--- config.mk ---
export PLATFORM = sky130hd
export DESIGN_NAME = core_dbus_bridge
export DESIGN_NICKNAME = d
export VERILOG_FILES = /design/src/rtl/core_dbus_bridge.sv
export SDC_FILE = /design/constraint.sdc
export NUM_CORES = 1
export LEC_CHECK = 0
export ABC_AREA = 1
export CAP_MARGIN = 15
export CORE_UTILIZATION = 30
export CTS_CLUSTER_SIZE = 14
export DETAILED_ROUTE_END_ITERATION = 7
export SYNTH_ARGS = -nofsm -noshare
export SYNTH_HDL_FRONTEND = slang
export SYNTH_SLANG_ARGS = --single-unit
--- constraint.sdc ---
create_clock -name clk -period 5 [get_ports clk]
set_input_delay 1.25 -clock clk [delete_from_list [all_inputs] [get_ports clk]]
set_output_delay 1.25 -clock clk [all_outputs]
set_load 0.01 [all_outputs]
--- src/rtl/core_dbus_bridge.sv ---
`timescale 1ns/1ps
`default_nettype none
// ============================================================================
//  Module      : core_dbus_bridge
//  Description : Bridges the core's load/store data bus onto a single-port
//                synchronous SRAM. Stores are posted into a small write
//                buffer (FIFO) and drained whenever the SRAM port is idle.
//                Loads that hit a buffered store are forwarded in the same
//                cycle (youngest match wins). Loads that miss issue an SRAM
//                read and stall the core for exactly one cycle.
//  Revision    : 1.0 - initial release
// ----------------------------------------------------------------------------
//  Parameters
//    ADDR_W          SRAM word-address width
//    WB_DEPTH        write-buffer entries (power of two, >= 2)
//  Ports
//    clk             sole clock, rising edge
//    rst             synchronous active-high reset
//    core_w_enable_i store request
//    core_w_addr_i   store byte address
//    core_w_data_i   store data (full word)
//    core_r_enable_i load request
//    core_r_addr_i   load byte address
//    core_r_data_o   load data (0 when no load completes)
//    core_r_valid_o  load data valid this cycle
//    hold_req_o      stall request to the pipeline controller
//    wb_empty_o      write buffer empty
//    sram_ce_o       SRAM access strobe
//    sram_we_o       1 = write, 0 = read
//    sram_addr_o     SRAM word address
//    sram_wdata_o    SRAM write data
//    sram_rdata_i    SRAM read data, valid the cycle after a read strobe
// ============================================================================
module core_dbus_bridge #(
   parameter int ADDR_W   = 14,
   parameter int WB_DEPTH = 2
) (
   input  logic              clk,
   input  logic              rst,
   input  logic              core_w_enable_i,
   input  logic [31:0]       core_w_addr_i,
   input  logic [31:0]       core_w_data_i,
   input  logic              core_r_enable_i,
   input  logic [31:0]       core_r_addr_i,
   output logic [31:0]       core_r_data_o,
   output logic              core_r_valid_o,
   output logic              hold_req_o,
   output logic              wb_empty_o,
   output logic              sram_ce_o,
   output logic              sram_we_o,
   output logic [ADDR_W-1:0] sram_addr_o,
   output logic [31:0]       sram_wdata_o,
   input  logic [31:0]       sram_rdata_i
);

   localparam int PTR_W = $clog2(WB_DEPTH);
   localparam logic [PTR_W:0] FULL_COUNT = (PTR_W+1)'(WB_DEPTH);

   typedef enum logic [0:0] {
      IDLE    = 1'b0,
      RD_WAIT = 1'b1
   } state_t;

   state_t             state;

   // Write buffer storage and bookkeeping
   logic [ADDR_W-1:0]  wb_addr [WB_DEPTH];
   logic [31:0]        wb_data [WB_DEPTH];
   logic [PTR_W-1:0]   rd_ptr;
   logic [PTR_W-1:0]   wr_ptr;
   logic [PTR_W:0]     count;

   // Word addresses: byte-offset bits and bits above the SRAM range are dropped
   logic [ADDR_W-1:0]  ld_addr;
   logic [ADDR_W-1:0]  st_addr;
   logic               unused_addr_bits;

   assign ld_addr = core_r_addr_i[ADDR_W+1:2];
   assign st_addr = core_w_addr_i[ADDR_W+1:2];
   assign unused_addr_bits = ^{core_r_addr_i[31:ADDR_W+2], core_r_addr_i[1:0],
                               core_w_addr_i[31:ADDR_W+2], core_w_addr_i[1:0]};

   // ------------------------------------------------------------------------
   // Store-to-load forwarding. Entries are scanned oldest to youngest from the
   // head so a later match overrides an earlier one: the youngest store wins.
   // ------------------------------------------------------------------------
   logic               hit;
   logic [31:0]        hit_data;
   logic [PTR_W-1:0]   scan_idx;

   always_comb begin
      hit      = 1'b0;
      hit_data = '0;
      scan_idx = '0;
      for (int k = 0; k < WB_DEPTH; k++) begin
         scan_idx = rd_ptr + PTR_W'(k);
         if (((PTR_W+1)'(k) < count) && (wb_addr[scan_idx] == ld_addr)) begin
            hit      = 1'b1;
            hit_data = wb_data[scan_idx];
         end
      end
   end

   // ------------------------------------------------------------------------
   // Cycle decisions. Everything is qualified with !rst so that nothing is
   // issued to the SRAM (in particular no drain write) during a reset cycle.
   // ------------------------------------------------------------------------
   logic active;
   logic in_idle;
   logic ld_req;
   logic rd_hit;
   logic rd_issue;
   logic rd_done;
   logic drain;
   logic full;
   logic st_req;
   logic enq;
   logic st_block;

   assign active   = ~rst;
   assign in_idle  = (state == IDLE);
   assign ld_req   = active & in_idle & core_r_enable_i;
   assign rd_hit   = ld_req & hit;
   assign rd_issue = ld_req & ~hit;
   assign rd_done  = active & (state == RD_WAIT);
   // A read issue owns the SRAM port; otherwise the head drains if present
   assign drain    = active & ~rd_issue & (count != '0);
   assign full     = (count == FULL_COUNT);
   assign st_req   = active & in_idle & core_w_enable_i;
   // A full buffer still accepts a store when its head drains this cycle
   assign enq      = st_req & (~full | drain);
   assign st_block = st_req & full & ~drain;

   // ------------------------------------------------------------------------
   // Outputs
   // ------------------------------------------------------------------------
   always_comb begin
      sram_ce_o    = rd_issue | drain;
      sram_we_o    = drain;
      sram_addr_o  = '0;
      sram_wdata_o = '0;
      if (rd_issue) begin
         sram_addr_o = ld_addr;
      end else if (drain) begin
         sram_addr_o  = wb_addr[rd_ptr];
         sram_wdata_o = wb_data[rd_ptr];
      end
   end

   always_comb begin
      core_r_valid_o = rd_hit | rd_done;
      core_r_data_o  = '0;
      if (rd_hit) begin
         core_r_data_o = hit_data;
      end else if (rd_done) begin
         core_r_data_o = sram_rdata_i;
      end
   end

   assign hold_req_o = rd_issue | st_block;
   assign wb_empty_o = (count == '0);

   // ------------------------------------------------------------------------
   // State machine
   // ------------------------------------------------------------------------
   always_ff @(posedge clk) begin
      if (rst) begin
         state <= IDLE;
      end else begin
         case (state)
            IDLE:    state <= rd_issue ? RD_WAIT : IDLE;
            RD_WAIT: state <= IDLE;
            default: state <= IDLE;
         endcase
      end
   end

   // ------------------------------------------------------------------------
   // Write buffer: push at wr_ptr, pop at rd_ptr, pointers wrap naturally
   // because the depth is a power of two.
   // ------------------------------------------------------------------------
   always_ff @(posedge clk) begin
      if (rst) begin
         rd_ptr <= '0;
         wr_ptr <= '0;
         count  <= '0;
         for (int i = 0; i < WB_DEPTH; i++) begin
            wb_addr[i] <= '0;
            wb_data[i] <= '0;
         end
      end else begin
         if (enq) begin
            wb_addr[wr_ptr] <= st_addr;
            wb_data[wr_ptr] <= core_w_data_i;
            wr_ptr          <= wr_ptr + 1'b1;
         end
         if (drain) begin
            rd_ptr <= rd_ptr + 1'b1;
         end
         case ({enq, drain})
            2'b10:   count <= count + 1'b1;
            2'b01:   count <= count - 1'b1;
            default: count <= count;
         endcase
      end
   end

endmodule
`default_nettype wire

== Word level (Yosys, flattened, before mapping) ==
Memory sizes are Yosys's and may differ from the RTL's. A register that Yosys moved wholly into a read port is not among the register bits.
Index checks and enable logic that the tools add are counted.
Widths: inputs -> output; s select.

* Reduce and logical (&&, ||, !) cells: 7
* Equal/unequal tests: 5
* $lt $le $gt $ge: 2
* Add/sub/neg operators: 4
* Muxes and demuxes: 28
* Bitwise gates (word level): 21

{| class="wikitable"
|+ Operators by type and width
! kind !! count
|-
| $mux 32 || 7
|-
| $mux 14 || 3
|-
| $reduce_or 32->1 || 1
|-
| $eq 14x14->1 || 2
|-
| $mux 1 || 16
|-
| $reduce_or 14->1 || 1
|-
| $and 1x1->1 || 11
|-
| $not 1->1 || 6
|-
| $eq 2x2->1 const B || 2
|-
| $lt 1x2->1 const A || 2
|-
| $or 1x1->1 || 4
|-
| $pmux 2 s2 || 1
|-
| $reduce_bool 2->1 || 2
|-
| $add 1x1->1 const B || 2
|-
| $add 2x1->2 const B || 1
|-
| $eq 2x1->1 const B || 1
|-
| $logic_and 1x1->1 || 2
|-
| $logic_not 2->1 || 1
|-
| $pmux 1 s2 || 1
|-
| $sub 2x1->2 const B || 1
|}

* Memories: 2
* Input port bits: 132
* Output and inout bits: 83
* Logic and storage cells: 73
* Bits in writable memories: 92
* Flip-flop bits (word level): 5

{| class="wikitable"
|+ Memories
! memory !! depth !! width !! read ports !! clocked after Yosys merged registers in !! wr ports !! RTL line !! source
|-
| wb_data || 2 || 32 || 2 || 1 || 2 || 68 || <nowiki>logic [31:0] wb_data [WB_DEPTH];</nowiki>
|-
| wb_addr || 2 || 14 || 2 || 1 || 2 || 67 || <nowiki>logic [ADDR_W-1:0] wb_addr [WB_DEPTH];</nowiki>
|}

== Longest topological paths before layout ==
An unclocked memory read counts as a cell.

* Word-level depth: 17
* Gate-level depth with buffers: 17
* Depth with buffers taken out: 16

== Worst setup path before layout ==
Ideal clock, no wire load.

* Path type: input to register
* Start point: input core_r_addr_i[13]
* End point: memory wb_addr[0][0] (enable)
* Arrival: 3.533 ns
* Library setup time: 0.404 ns
* Buffers on the path: 2
* Data required time: 4.596 ns
* Path slack: 1.063 ns
* Stages on the path: 14
* Path through: inv_1 nand3_1 nand2_1 nor2_1 nand2_1 nor2_1 nand2_2 nand3_2 nand2_2 a21oi_2 nand2_1 buf_2 buf_2 nand2_1

{| class="wikitable"
|+ RTL lines
! what !! RTL line !! source
|-
| start, declared || 44 || <nowiki>input logic [31:0] core_r_addr_i,</nowiki>
|-
| end, declared || 67 ||
|}

== Worst setup path in the final report ==
* Start point: input core_r_addr_i[13]
* End point: output sram_addr_o[8]

* Word-level cells in the longest chain between the ends: 11
* Elaborated cells on any way between the ends: 13
* Classes of those cells: 2 x eq/ne; 4 x mux; 5 x bitwise; 2 x reduce/logical

{| class="wikitable"
|+ RTL lines
! what !! RTL line !! source
|-
| $eq 14x14->1 || 97 || <nowiki>if (((PTR_W+1)'(k) < count) && (wb_addr[scan_idx] == ld_addr)) begin</nowiki>
|-
| $logic_and 1x1->1 || 97 ||
|-
| $mux 1 || 97 ||
|-
| $mux 1 (*) || 97 ||
|-
| $not 1->1 (*) || 124 || <nowiki>assign rd_issue = ld_req & ~hit;</nowiki>
|-
| $and 1x1->1 (*) || 124 ||
|-
| $not 1->1 || 127 || <nowiki>assign drain = active & ~rd_issue & (count != '0);</nowiki>
|-
| $and 1x1->1 (2 in series) || 127 ||
|-
| $mux 14 || 144 || <nowiki>end else if (drain) begin</nowiki>
|-
| $mux 14 (*) || 142 || <nowiki>if (rd_issue) begin</nowiki>
|-
| end, declared || 51 || <nowiki>output logic [ADDR_W-1:0] sram_addr_o,</nowiki>
|}

Every way passes the cells marked *; elsewhere a longest branch is shown, timed or not.

==> flow_summary_export.csv <==
group,metric,value,unit
floorplanning,die-area,23000,um2
clock_network,cts.sinks,98,
timing,worst_pin_slew,621,ps
timing,finalSetupViolCount,0,
clock_network,worst_setup_hold_path_clk_slew,70,ps
yosys,yosys_warnings,0,
timing,max_slew_margin,0.586,
worst_hold_path,min_path_type,"reg -> reg",
routing,drc_errors,0,
timing,min_period,4810,ps
setup_path,crit_fanout,8,
power,p_per_area,246,nW/um2
power,p_seq_frac,0.433,
clock_network,clockRootBuffer,"clkbuf_16",
power,peakVddDrop,195,uV
cells_and_area,final_area,9450,um2
clock_network,cts_buffer_depth,2,
power,clkPwrFrac,0.308,
routing,drtIter0Drc,415,
clock_network,cts_hold_buffers,0,
yosys,synth_nets,1140,
place,portBuffers,178,
yosys,yosys-top-cells-area,"edfxtp_1 41%, nand2_1 19%, nor2_1 10%",
setup_path,critPathBufInv,4,
timing,rsz0062_at_grt,"false",
yosys,synth_cell_types,27,
setup_path,path_cells,"clkdlybuf4s50_1, inv_1, nand3_1, nand2_1, nor2_1, nand2_1, nor2_2, nand2_2, nand3_2, nand2_2, clkinv_2, nand2_1, o21ai_0, clkdlybuf4s50_1",
cells_and_area,fin_nets,1315,
setup_path,regToRegStartpoint,"rd_ptr",
timing,slew_viol_final,0,
clock_network,clk_latency,360,ps
global_routing,grt_usage,0.193,
floorplanning,die_h,152,um
place,gp_congestion,0.890,
place,place_area,8990,um2
power,p_leak,4.90,nW
floorplanning,io_pins,215,
routing,first_pass_iters,5,
power,comb_power_share,0.259,
timing,period_share,0.963,
setup_path,crit_slowest_cell,"clkdlybuf4s50_1",
global_routing,grt_overflow,0,
floorplanning,initial_core_util,0.307,
routing,post_drt_wl_per_cell,14.9,um
place,dp_hpwl,15000,um
yosys,ys_ff_latch,98,
setup_path,cp.arrival,3560,ps
setup_path,cpLargestDelayFamily,"buffers and inverters",
setup_path,path_class,"in -> out",
cells_and_area,area_growth,40.8,%
setup_path,max_stage_delay,580,ps
power,p_int,1.60,mW
worst_hold_path,min_from,"wr_ptr",
routing,vias,6940,
global_routing,antenna_found_initial,1,
setup_path,r2r_setup_slack,1650,ps
power,p_switching,0.725,mW
setup_path,cp-start-kind,"input pin",
setup_path,critPathRequiredTime,3750,ps
setup_path,critPathLaunch,"core_r_addr_i[13]",
power,fin_total_pwr,2.33,mW
yosys,synthCells,1005,
clock_network,cts-buffers-inserted,9,
timing,max_freq,0.208,GHz
run_status,status,"finished clean",
yosys,yosysSeqAreaShare,0.429,
job,drv_cap,0,
global_routing,grt_max_degree,47,
timing,timing.hold.ws,516,ps
floorplanning,die_w,152,um
yosys,syn_area_per_cell,6.68,um2
clock_network,htreeDepth,3,
yosys,netlist_area,6710,um2
routing,ant_nets,0,
global_routing,grt_first_pass_wirelength,33800,um
place,dp.cells,1447,
clock_network,tritoncts,"yes",
routing,via_per_inst,4.73,
power,netSwitchingFraction,0.311,
timing,hold_viol,0,
floorplanning,fp-row-count,54,
setup_path,path_common_cell,"nand2_1",
setup_path,cp-end-kind,"primary output",
yosys,yosysTopAreaCellShare,0.411,
yosys,synth_top_area_cell,"edfxtp_1",
timing,worst_clock_skew,9.12,ps
global_routing,grt_pass1_vias,6572,
cells_and_area,drive_gt1_frac,0.0717,
routing,wl,21900,um
floorplanning,core_area,21900,um2
cells_and_area,final_cells,1466,
==> metal layers <==
| metal | vias up | track usage | wire length, um |
|---|---|---|---|
| li1 | 3540 | - | - |
| met1 | 3176 | 0.244 | 9520 |
| met2 | 197 | 0.330 | 10700 |
| met3 | 27 | 0.0272 | 1150 |
| met4 | 0 | 0.0743 | 516 |
| met5 | - | 0 | 0 |
==> worst min-delay path, cell delays in order (launching register included) <==
cell	delay, ps
dfxtp_1	330
nor2_1	100
nor2_1	50
==> cell type report <==
| class | count | area, um2 |
|---|---|---|
| Antenna cell | 1 | 2.50 |
| Clock buffer | 10 | 229 |
| Clock inverter | 6 | 75.1 |
| Fill cell | 2267 | 12400 |
| Inverter | 122 | 459 |
| Multi-Input combinational cell | 726 | 3190 |
| Sequential cell | 98 | 2890 |
| Tap cell | 280 | 350 |
| Timing Repair Buffer | 223 | 2260 |
==> worst paths after layout <==
| path | end | cells past startpoint |
|---|---|---|
| min | wr_ptr | 2 |
| max | sram_addr_o[8] | 14 |
| max reg2reg | wb_addr[0][7] | 16 |
| min reg2reg | wr_ptr | 2 |
==> through the flow <==
stage	worst slack [ps]	TNS (ps)	util
final	187	0	0.432
after global routing	2.94	0	0.432
after global placement	-89.5	-1710	0.411
after floorplan	1060	0	-
after detailed placement	-83.9	-1950	0.411
after CTS	1.91	0	0.425
==> placed cells by master (no fill, tap or decap), types with 9 or more instances in the layout <==
master,Yosys,layout
a211oi_1,30,24
a21oi_1,64,64
buf_4,0,39
clkbuf_16,0,9
clkdlybuf4s50_1,0,128
dlygate4sd2_1,0,10
dlymetal6s2s_1,0,40
edfxtp_1,92,92
inv_1,119,119
nand2_1,332,326
nand3_1,74,74
nor2_1,184,181
o21ai_0,14,13
==> flip-flops by register name, summed over array words and instances, names as in the netlist, named ones only <==
name / flops
wb_addr: 28
rd_ptr: 1
state: 1
wb_data: 64
wr_ptr: 1
count: 2
==> Yosys cell counts <==
library cell,n
a211oi_1,30
a21oi_1,64
a21oi_2,1
and2_1,1
buf_1,10
buf_2,17
clkbuf_1,32
clkinv_1,1
dfxtp_1,6
edfxtp_1,92
ha_1,3
inv_1,119
inv_2,2
nand2_1,332
nand2_2,2
nand3_1,74
nand3_2,1
nand3b_1,1
nand4_1,8
nor2_1,184
nor3_1,1
nor3b_1,2
o211ai_1,1
o21ai_0,14
o22ai_1,5
o31ai_1,1
xor2_1,1
==> kinds of logic (layout without fill, tap and decap cells) <==
group           Yosys count  in the layout  share of synthesized area
compound gates          116            116                     0.0999
xor+xnor                  1              1                    0.00130
fa+ha+maj                 3              3                    0.00559
buf+inv                 181            361                      0.104
flops                    98             98                      0.429
other cells               0              1                          0
simple gates            606            606                      0.359
==> power groups by stage <==
stage	sequential [mW]	clock, mW	combinational [mW]
finish	1.01	0.719	0.603
global route	1.02	0.767	0.675
CTS	1.01	0.732	0.609
detailed placement	1.02	0	0.607
global placement	1.02	0	0.604
floorplan	1.01	0	0.345
==> timing repair <==
| action | CTS | global route |
|---|---|---|
| pin swaps | 1 | 2 |
| cloned | 0 | 0 |
| buffers inserted | 2 | 0 |
| resized for setup | 12 | 53 |
| endpoints found under the setup margin | 36 | 69 |
Power figures use the tool's default switching activity.
